===== config.mk =====
export PLATFORM = sky130hd
export DESIGN_NAME = ili934x_responder_flat
export DESIGN_NICKNAME = d
export VERILOG_FILES = /design/src/rtl/ili934x_responder_if.sv /design/src/rtl/ili934x_responder.sv /design/src/flat_wrapper.sv
export SDC_FILE = /design/constraint.sdc
export NUM_CORES = 1
export LEC_CHECK = 0
export CAP_MARGIN = 10
export CORE_MARGIN = 2
export CORE_UTILIZATION = 35
export DETAILED_ROUTE_END_ITERATION = 16
export DONT_BUFFER_PORTS = 1
export GPL_ROUTABILITY_DRIVEN = 0
export PLACE_DENSITY_LB_ADDON = 0.05
export RECOVER_POWER = 25
export SLEW_MARGIN = 20
export SYNTH_ARGS = -nofsm -noshare
export SYNTH_HDL_FRONTEND = slang
export SYNTH_SLANG_ARGS = --single-unit

===== constraint.sdc =====
create_clock -name clk -period 4.1 [get_ports clk]
set_input_delay 0.41 -clock clk [delete_from_list [all_inputs] [get_ports clk]]
set_output_delay 0.41 -clock clk [all_outputs]
set_load 0.1 [all_outputs]

===== src/rtl/ili934x_responder_if.sv =====
// ILI9341 8080-8 write bus as seen between the LCD driver and the panel.
// The driver (or a bench) is the master; the responder samples as slave.
interface ili934x_responder_if;
    logic       lcd_cs_n;
    logic       lcd_rd_n;
    logic       lcd_rst_n;
    logic       lcd_dc;
    logic       lcd_wr_n;
    logic [7:0] lcd_d;

    modport master (
        output lcd_cs_n, lcd_rd_n, lcd_rst_n, lcd_dc, lcd_wr_n, lcd_d
    );

    modport slave (
        input lcd_cs_n, lcd_rd_n, lcd_rst_n, lcd_dc, lcd_wr_n, lcd_d
    );
endinterface


===== src/rtl/ili934x_responder.sv =====
// Device-side ILI9341 write-interface model: samples the panel bus,
// decodes commands/parameters, tracks the address window and the
// control registers, and turns MEMORY WRITE byte pairs into RGB565
// framebuffer writes.
module ili934x_responder #(
    parameter int X_RES  = 240,
    parameter int Y_RES  = 320,
    parameter int ADDR_W = $clog2(X_RES * Y_RES)
) (
    input  logic              clk,
    input  logic              rst_n,
    ili934x_responder_if.slave bus,
    output logic              pix_we,
    output logic [ADDR_W-1:0] pix_addr,
    output logic [15:0]       pix_data,
    output logic              cmd_valid,
    output logic [7:0]        cmd_code,
    output logic [7:0]        colmod,
    output logic [7:0]        madctl,
    output logic              sleep_out,
    output logic              disp_on,
    output logic              fmt_err
);

    typedef enum logic [2:0] {
        IDLE, IGNORE, CASET, PASET, RAMWR, COLMOD, MADCTL
    } state_t;

    localparam logic [15:0] EC_DEF = 16'(X_RES - 1);
    localparam logic [15:0] EP_DEF = 16'(Y_RES - 1);

    // Reads are not supported; the strobe is deliberately unused.
    logic unused_rd;
    assign unused_rd = bus.lcd_rd_n;

    logic       wr_s1, wr_s2, wr_s3, cs_s1, cs_s2, dc_s1, dc_s2;
    logic       lrst_s1, lrst_s2;
    logic [7:0] d_s1, d_s2;

    // Two-flop synchronizers for every bus pin, plus an edge-detect copy of wr_n.
    always_ff @(posedge clk or negedge rst_n) begin
        if (!rst_n) begin
            // NOTE: sequential state uses non-blocking assignments so every flop samples pre-edge values.
            wr_s1   <= 1'b1; wr_s2 <= 1'b1; wr_s3 <= 1'b1;
            cs_s1   <= 1'b1; cs_s2 <= 1'b1;
            dc_s1   <= 1'b0; dc_s2 <= 1'b0;
            d_s1    <= '0;   d_s2  <= '0;
            lrst_s1 <= 1'b0; lrst_s2 <= 1'b0;
        end else begin
            wr_s1   <= bus.lcd_wr_n;  wr_s2 <= wr_s1; wr_s3 <= wr_s2;
            cs_s1   <= bus.lcd_cs_n;  cs_s2 <= cs_s1;
            dc_s1   <= bus.lcd_dc;    dc_s2 <= dc_s1;
            d_s1    <= bus.lcd_d;     d_s2  <= d_s1;
            lrst_s1 <= bus.lcd_rst_n; lrst_s2 <= lrst_s1;
        end
    end

    // A byte is taken once per WR rising edge while selected.
    logic stb, cmd_stb, data_stb, soft_rst;
    assign stb      = !wr_s3 && wr_s2 && !cs_s2;
    assign cmd_stb  = stb && !dc_s2 && lrst_s2;
    assign data_stb = stb &&  dc_s2 && lrst_s2;
    assign soft_rst = !lrst_s2 || (cmd_stb && d_s2 == 8'h01);

    state_t state_q, state_nxt;

    // State register.
    always_ff @(posedge clk or negedge rst_n) begin
        if (!rst_n) state_q <= IDLE;
        else        state_q <= state_nxt;
    end

    // Next state: every command byte re-targets the parameter parser.
    always_comb begin
        // NOTE: default first so no path leaves state_nxt unassigned (no latch).
        state_nxt = state_q;
        if (!lrst_s2) begin
            state_nxt = IDLE;
        end else if (cmd_stb) begin
            case (d_s2)
                8'h2A:   state_nxt = CASET;
                8'h2B:   state_nxt = PASET;
                8'h2C:   state_nxt = RAMWR;
                8'h3A:   state_nxt = COLMOD;
                8'h36:   state_nxt = MADCTL;
                8'h01, 8'h11, 8'h10, 8'h29, 8'h28: state_nxt = IDLE;
                default: state_nxt = IGNORE;
            endcase
        end
    end

    logic [15:0] sc, ec, sp, ep, cur_x, cur_y;
    logic [7:0]  p0, p1, p2, hi;
    logic [2:0]  idx;
    logic        phase;
    logic        in_range;
    logic [ADDR_W-1:0] lin_addr;

    assign in_range = ({16'h0, cur_x} < 32'(X_RES)) && ({16'h0, cur_y} < 32'(Y_RES));
    assign lin_addr = ADDR_W'(32'(cur_y) * 32'(X_RES) + 32'(cur_x));

    // Registers, window, parameter collection and pixel emission.
    always_ff @(posedge clk or negedge rst_n) begin
        if (!rst_n) begin
            colmod <= 8'h66; madctl <= 8'h00; sleep_out <= 1'b0; disp_on <= 1'b0;
            fmt_err <= 1'b0; sc <= '0; ec <= EC_DEF; sp <= '0; ep <= EP_DEF;
            pix_we <= 1'b0; cmd_valid <= 1'b0; pix_addr <= '0; pix_data <= '0;
            cmd_code <= 8'h00; cur_x <= '0; cur_y <= '0;
            p0 <= '0; p1 <= '0; p2 <= '0; hi <= '0; idx <= '0; phase <= 1'b0;
        end else if (soft_rst) begin
            // Panel reset pin holds everything at defaults; SWRESET still reports itself.
            colmod <= 8'h66; madctl <= 8'h00; sleep_out <= 1'b0; disp_on <= 1'b0;
            fmt_err <= 1'b0; sc <= '0; ec <= EC_DEF; sp <= '0; ep <= EP_DEF;
            pix_we <= 1'b0; pix_addr <= '0; pix_data <= '0;
            idx <= '0; phase <= 1'b0;
            cmd_valid <= lrst_s2;
            cmd_code  <= lrst_s2 ? 8'h01 : 8'h00;
        end else begin
            pix_we    <= 1'b0;
            cmd_valid <= 1'b0;
            if (cmd_stb) begin
                cmd_valid <= 1'b1;
                cmd_code  <= d_s2;
                idx       <= '0;
                phase     <= 1'b0;
                case (d_s2)
                    8'h2C: begin cur_x <= sc; cur_y <= sp; end
                    8'h11: sleep_out <= 1'b1;
                    8'h10: sleep_out <= 1'b0;
                    8'h29: disp_on   <= 1'b1;
                    8'h28: disp_on   <= 1'b0;
                    default: ;
                endcase
            end else if (data_stb) begin
                if (idx < 3'd4) idx <= idx + 3'd1;
                case (state_q)
                    COLMOD: if (idx == 3'd0) colmod <= d_s2;
                    MADCTL: if (idx == 3'd0) madctl <= d_s2;
                    CASET, PASET: begin
                        case (idx)
                            3'd0: p0 <= d_s2;
                            3'd1: p1 <= d_s2;
                            3'd2: p2 <= d_s2;
                            3'd3: begin
                                if (state_q == CASET) begin
                                    sc <= {p0, p1}; ec <= {p2, d_s2};
                                end else begin
                                    sp <= {p0, p1}; ep <= {p2, d_s2};
                                end
                            end
                            default: ;
                        endcase
                    end
                    RAMWR: begin
                        if (!phase) begin
                            hi    <= d_s2;
                            phase <= 1'b1;
                        end else begin
                            phase    <= 1'b0;
                            pix_data <= {hi, d_s2};
                            pix_addr <= lin_addr;
                            pix_we   <= in_range;
                            if (colmod[2:0] != 3'b101) fmt_err <= 1'b1;
                            if (cur_x >= ec) begin
                                cur_x <= sc;
                                cur_y <= (cur_y >= ep) ? sp : cur_y + 16'd1;
                            end else begin
                                cur_x <= cur_x + 16'd1;
                            end
                        end
                    end
                    default: ;
                endcase
            end
        end
    end

endmodule


===== src/flat_wrapper.sv =====
// flat-port wrapper written by rule: the top's interface ports become plain ports
module ili934x_responder_flat 
#(
    parameter int X_RES  = 240,
    parameter int Y_RES  = 320,
    parameter int ADDR_W = $clog2(X_RES * Y_RES)
)
  (clk, rst_n, pix_we, pix_addr, pix_data, cmd_valid, cmd_code, colmod, madctl, sleep_out, disp_on, fmt_err, bus_lcd_cs_n, bus_lcd_rd_n, bus_lcd_rst_n, bus_lcd_dc, bus_lcd_wr_n, bus_lcd_d);
  ili934x_responder_if bus_i ();
  input  logic clk;
  input  logic rst_n;
  output logic pix_we;
  output logic [ADDR_W-1:0] pix_addr;
  output logic [15:0] pix_data;
  output logic cmd_valid;
  output logic [7:0] cmd_code;
  output logic [7:0] colmod;
  output logic [7:0] madctl;
  output logic sleep_out;
  output logic disp_on;
  output logic fmt_err;
  input wire logic [$bits(bus_i.lcd_cs_n)-1:0] bus_lcd_cs_n;
  input wire logic [$bits(bus_i.lcd_rd_n)-1:0] bus_lcd_rd_n;
  input wire logic [$bits(bus_i.lcd_rst_n)-1:0] bus_lcd_rst_n;
  input wire logic [$bits(bus_i.lcd_dc)-1:0] bus_lcd_dc;
  input wire logic [$bits(bus_i.lcd_wr_n)-1:0] bus_lcd_wr_n;
  input wire logic [$bits(bus_i.lcd_d)-1:0] bus_lcd_d;
  assign bus_i.lcd_cs_n = bus_lcd_cs_n;
  assign bus_i.lcd_rd_n = bus_lcd_rd_n;
  assign bus_i.lcd_rst_n = bus_lcd_rst_n;
  assign bus_i.lcd_dc = bus_lcd_dc;
  assign bus_i.lcd_wr_n = bus_lcd_wr_n;
  assign bus_i.lcd_d = bus_lcd_d;
  ili934x_responder #(.X_RES(X_RES), .Y_RES(Y_RES), .ADDR_W(ADDR_W)) u_core (.clk(clk), .rst_n(rst_n), .bus(bus_i), .pix_we(pix_we), .pix_addr(pix_addr), .pix_data(pix_data), .cmd_valid(cmd_valid), .cmd_code(cmd_code), .colmod(colmod), .madctl(madctl), .sleep_out(sleep_out), .disp_on(disp_on), .fmt_err(fmt_err));
endmodule

# --- After elaboration in Yosys (flattened, before gate mapping) ---
# Index checks and enable logic that the tools add are counted.
classes:
  order_cmp: 5
  n_eq_ne: 23
  n_bitwise: 3
  n_mul: 1
  n_reduce_logical: 52
  muxes: 90
  addsub: 4
op_table:
  columns: ["operator", "n"]
  rows:
  - ["$mux W16", 42]
  - ["$mux W8", 11]
  - ["$mux W17", 5]
  - ["$eq A8 B6 Y1 const B", 7]
  - ["$reduce_and A5 Y1", 8]
  - ["$add A16 B1 Y16 const B", 2]
  - ["$ge A16 B16 Y1", 2]
  - ["$reduce_bool A2 Y1", 15]
  - ["$mux W1", 23]
  - ["$mux W3", 6]
  - ["$pmux W3 S6", 1]
  - ["$add A17 B16 Y17", 1]
  - ["$eq A8 B5 Y1 const B", 2]
  - ["$lt A16 B8 Y1 const B", 1]
  - ["$lt A16 B9 Y1 const B", 1]
  - ["$mul A16 B4 Y13 const B", 1]
  - ["$reduce_bool A3 Y1", 5]
  - ["$eq A3 B2 Y1 const B", 4]
  - ["$reduce_and A4 Y1", 3]
  - ["$eq A3 B3 Y1 const B", 3]
  - ["$eq A8 B1 Y1 const B", 1]
  - ["$logic_and A1 B1 Y1", 8]
  - ["$reduce_and A2 Y1", 4]
  - ["$ne A2 B2 Y1 const B", 3]
  - ["13 further kinds", 19]
word_totals:
  out_inout_bits: 62
  ff_bits: 222
  inputBits: 15
  word_cells: 212

# --- Depth between registers and ports, before layout ---
depth:
  ltp_word: 9
  depth_mapped: 19
  mapped_depth_nobuf: 19

# --- Worst setup path after synthesis ---
# Ideal clock, no wire load.
synth_timing:
  path_kind: "reg2reg"
  from: "register u_core.cur_y[0]"
  to: "register u_core.pix_addr[16]"
  path_slack_ns: -0.149
  stages_incl_launch_ff: 20
  setup_ns: 0.130
  required_time_ns: 3.970
  synth_period_minus_slack_ns: 4.249
  arrival_time_ns: 4.119
  path_cell_list: "dfrtp_1 -> fa_1 -> inv_1 -> fa_1 -> inv_1 -> ha_1 -> a21o_1 -> a21oi_1 -> nor2b_1 -> o21a_1 -> o41ai_1 -> xnor2_1 -> ha_1 -> nand4_1 -> nor2_1 -> o21ai_0 -> a31oi_1 -> xnor2_1 -> xnor2_1 -> o21ai_0"
synth_via:
  elab_chain_len: 7
synth_lines:
  columns: ["item", "line_no", "text"]
  rows:
  - ["start: declaration", "ili934x_responder.sv:92", "logic [15:0] sc, ec, sp, ep, cur_x, cur_y;"]
  - ["start signal: assignment", "ili934x_responder.sv:166", "cur_y <= (cur_y >= ep) ? sp : cur_y + 16'd1;"]
  - ["$mul A16 B4 Y13", "ili934x_responder.sv:100", "assign lin_addr = ADDR_W'(32'(cur_y) * 32'(X_RES) + 32'(cur_x));"]
  - ["$add A17 B16 Y17", "ili934x_responder.sv:100", null]
  - ["$mux W17", "ili934x_responder.sv:155", "if (!phase) begin"]
  - ["$mux W17", "ili934x_responder.sv:136", "case (state_q)"]
  - ["$mux W17", "ili934x_responder.sv:134", "end else if (data_stb) begin"]
  - ["$mux W17", "ili934x_responder.sv:121", "if (cmd_stb) begin"]
  - ["$mux W17", "ili934x_responder.sv:110", "end else if (soft_rst) begin"]
  - ["end signal: assignment", "ili934x_responder.sv:161", "pix_addr <= lin_addr;"]
  - ["end: declaration", "ili934x_responder.sv:14", "output logic [ADDR_W-1:0] pix_addr,"]
# No other way between the ends. The select of a mux whose other input is x is not followed.
# A chain may end at the register's enable or synchronous reset.

# --- Worst setup path after layout ---
layout_timing:
  from: "register u_core.cur_y[1]"
  to: "register u_core.pix_addr[16]"
# Same word-level chain as after synthesis.

==> impl_results.md <==
- CP Capture Type: flip-flop
- Vias in the first global route: around 9000
- Final Critical Period: 4.10 ns
- Initial DRC count: 515
- WHS: -0.452 ns
- Die footprint: ~36000 um2
- Setup Skew: 0.0120 ns
- Area leader, netlist: dfrtp_1
- Most common cell in the netlist: dfrtp_1
- Largest net degree at the start of global routing: 223
- Worst-path cell chain: fa_1, inv_1, fa_1, inv_2, ha_4, a21o_1, a21oi_2, nor2b_1, o21a_2, o41ai_4, xnor2_1, ha_1, nand4_1, nor2_1, o21ai_1, a31oi_1, xnor2_1, xnor2_1, o21ai_1
- Share of cells above drive strength 1: 17.6%
- Clk_lat worst skew: 0.57 ns
- Number of enable flip-flop cells after synthesis: 0
- CORE AREA: 33500 um2
- Crit path max fanout: 4
- Post-DR wirelength/cell: 19.1 um
- ANT nets after route: 0
- Post-synthesis sequential area ratio: roughly 47%
- Htree depth: 1
- Pre-CTS setup slack: -0.184 ns
- Avg Inst Size Synth: 9.88 um2
- DRT Pass-1 Iters: 4
- Final WS setup: -0.00325 ns
- HPWL after DPL: 22400 um
- Met1 WL: 15600 um
- Worst Setup Start Kind: flip-flop
- Remaining global-route overflow: 0
- Req. time, crit path: 4.52 ns
- Most frequent CP cell: xnor2_1
- Design Power: approximately 4.9 mW
- Multi-input gate area: ~5800 um2
- Global-route wire length before repair: 52800 um
- Antenna violations before repair: 0
- Met2 WL post-DR: 15700 um
- CTS clk-pin slew, worst paths: 0.06 ns
- Initial core utilization: 35.5%
- Crit Path Category: flip-flop to flip-flop
- Mapped Nets: 1315
- Fin. Hold Viols: approximately 210
- CTS Buf Count: 27
- Min-Delay Path Class: primary input to async pin
- Layout net count: 1376
- Global-route usage over all layers: 19.1%
- Synthesized area: 11900 um2
- Endpoints failing setup: 1
- Fmax: 244 MHz
- Register area: 5580 um2
- Synth cell types: just over 70
- Yosys top cell area share: between 40% and 50%
- Number of vias per cell: 5.04
- Top_reg_cell synth: dfrtp_1
- FP Rows: 67
- DRT Wirelength: 33200 um
- Worst-margin pin slew: 0.950 ns
- Failing checks: negative hold slack, negative setup slack
- Lkg Pwr: about 6.5 nW
- CTS tree: done
- Fillcell total: 3348
- Most frequent cells after synthesis: 199 x dfrtp_1, 194 x nand2_1, 88 x inv_1, 75 x ha_1, 66 x a21oi_1
- Status: finished, violations left
- Synthesized flop and latch total: 222
- Placed cells: 1670
- Fraction of registers with async set/reset: 100%
- Top Ports: 77
- Width of the die: 188 um
- Area growth syn-to-layout: 16.8%
- Max-cap viol count: 0
- Max incr delay on CP: 0.54 ns
- Fin cells: between 1500 and 2000
- Relative slew slack: 36.7%
- Clock sinks: 222
- Power per Cell Area: approximately 350 nW/um2
- CTS Root Cell: clkbuf_16
- RSZ-0062 raised after global routing: true
- Crit path DAT: 4.52 ns
- Port Buffers: 0
- Metal3 WL: 1260 um
- Post-Syn Instances: 1205
- ANT cells: 0
- DRC Markers: 0
- Area contributors post-synth: dfrtp_1 42%, ha_1 7.9%, nand2_1 6.1%
- Maximum VDD drop: 0.000316 V
- CP max stage cell: fa_1
- Max-slew violations: 0
- Die height: approximately 190 um
- Post-CTS Hold Buffers: 12
- Final period util: 100%
- CTS Buffer Depth: 3
- Yosys warnings: 0
- Via count: 8741
- DR top layer: met4
==> flip-flops by register name, summed over array words and instances (netlist names), 3 cells and up <==
register,flops
u_core.colmod,8
u_core.d_s2,8
u_core.cur_x,16
u_core.p0,8
u_core.madctl,8
u_core.pix_data,16
u_core.d_s1,8
u_core.p1,8
u_core.pix_addr,17
u_core.hi,8
u_core.ep,16
u_core.idx,3
u_core.sp,16
u_core.state_q,3
u_core.p2,8
u_core.sc,16
u_core.cur_y,16
u_core.ec,16
u_core.cmd_code,8
==> critical path: cells and delay by family (launching register included) <==
| family | cells | cell delay (ns) |
|---|---|---|
| compound gates | 7 | 1.14 |
| xor+xnor | 3 | 0.40 |
| fa+ha+maj | 4 | 1.56 |
| buf+inv | 2 | 0.12 |
| flops | 1 | 0.42 |
| simple gates | 3 | 0.31 |
==> path summary, 6_finish.rpt <==
check,slack (ns),depth (start not counted),endpoint,start
max,-0.003,19,u_core.pix_addr[16],u_core.cur_y[1]
min,-0.45,0,u_core.cur_y[15],rst_n
max reg2reg,-0.003,19,u_core.pix_addr[16],u_core.cur_y[1]
min reg2reg,0.34,0,u_core.d_s2[4],u_core.d_s1[4]
max in group asynchronous,3.91,0,u_core.sp[15],rst_n
min in group clk,0.34,0,u_core.d_s2[4],u_core.d_s1[4]
==> stage by stage <==
step	util, %	setup TNS (ns)	area [um2]
6_report	41.5	-0.00325	13900
5_1_grt	41.5	-0.623	13900
4_1_cts	41.2	-0.0672	13800
3_5_place_dp	38.1	-0.296	12800
3_3_place_gp	38.1	-0.199	12800
2_1_floorplan	-	0	11900
==> cell families after synthesis <==
| kind of cell | share of synthesized area [%] |
|---|---|
| AO/OA/AOI/OAI | 14.4 |
| XOR/XNOR | 1.77 |
| adder cells (fa/ha/maj) | 11.2 |
| buffers and inverters | 5.11 |
| flip-flops | 46.9 |
| multiplexers | 5.84 |
| AND/OR/NAND/NOR | 14.8 |
==> layer usage <==
metal	GRT usage, %	vias up
li1	-	4261
met1	25.8	4321
met2	31.9	121
met3	3.59	38
met4	3.97	0
met5	0	-
==> timing repair <==
action,in CTS,in global routing
setup buffers,0,3
pin swaps,2,10
endpoints found under the setup margin,4,4
endpoints found under the hold margin,234,222
gates cloned,0,0
gates resized for setup,9,13
==> area by class of cell <==
class                   count  area share (%)
inverters                  89            2.40
well taps                 448            4.03
flip-flops and latches    222            40.1
multi-input cells         837            42.0
clock buffers              40            5.71
repair buffers             89            5.05
clock inverters            10           0.693
==> layout by cell type, fill, tap and decap left out, types with 11 or more instances in the layout <==
master           n
mux2_2          36
nand2b_1        11
nor3_1          11
o21ai_0         60
a22oi_1         15
o21ai_1         30
ha_1            72
mux2i_1         29
buf_4           76
and3_1          18
clkbuf_16       27
dfrtp_1        199
fa_1            19
xnor2_1         16
dlygate4sd3_1   12
a21oi_2         14
dfstp_2         23
nor2_1          54
nand2_1        194
nand3_1         50
nor2b_1         12
inv_1           86
a21oi_1         61
==> where the power goes <==
group | internal [mW] | switching, mW
Combinational | 0.0441 | 0.0960
Sequential | 2.23 | 0.129
Clock | 1.41 | 0.995
No activity file was read; power rests on OpenSTA's default activity.
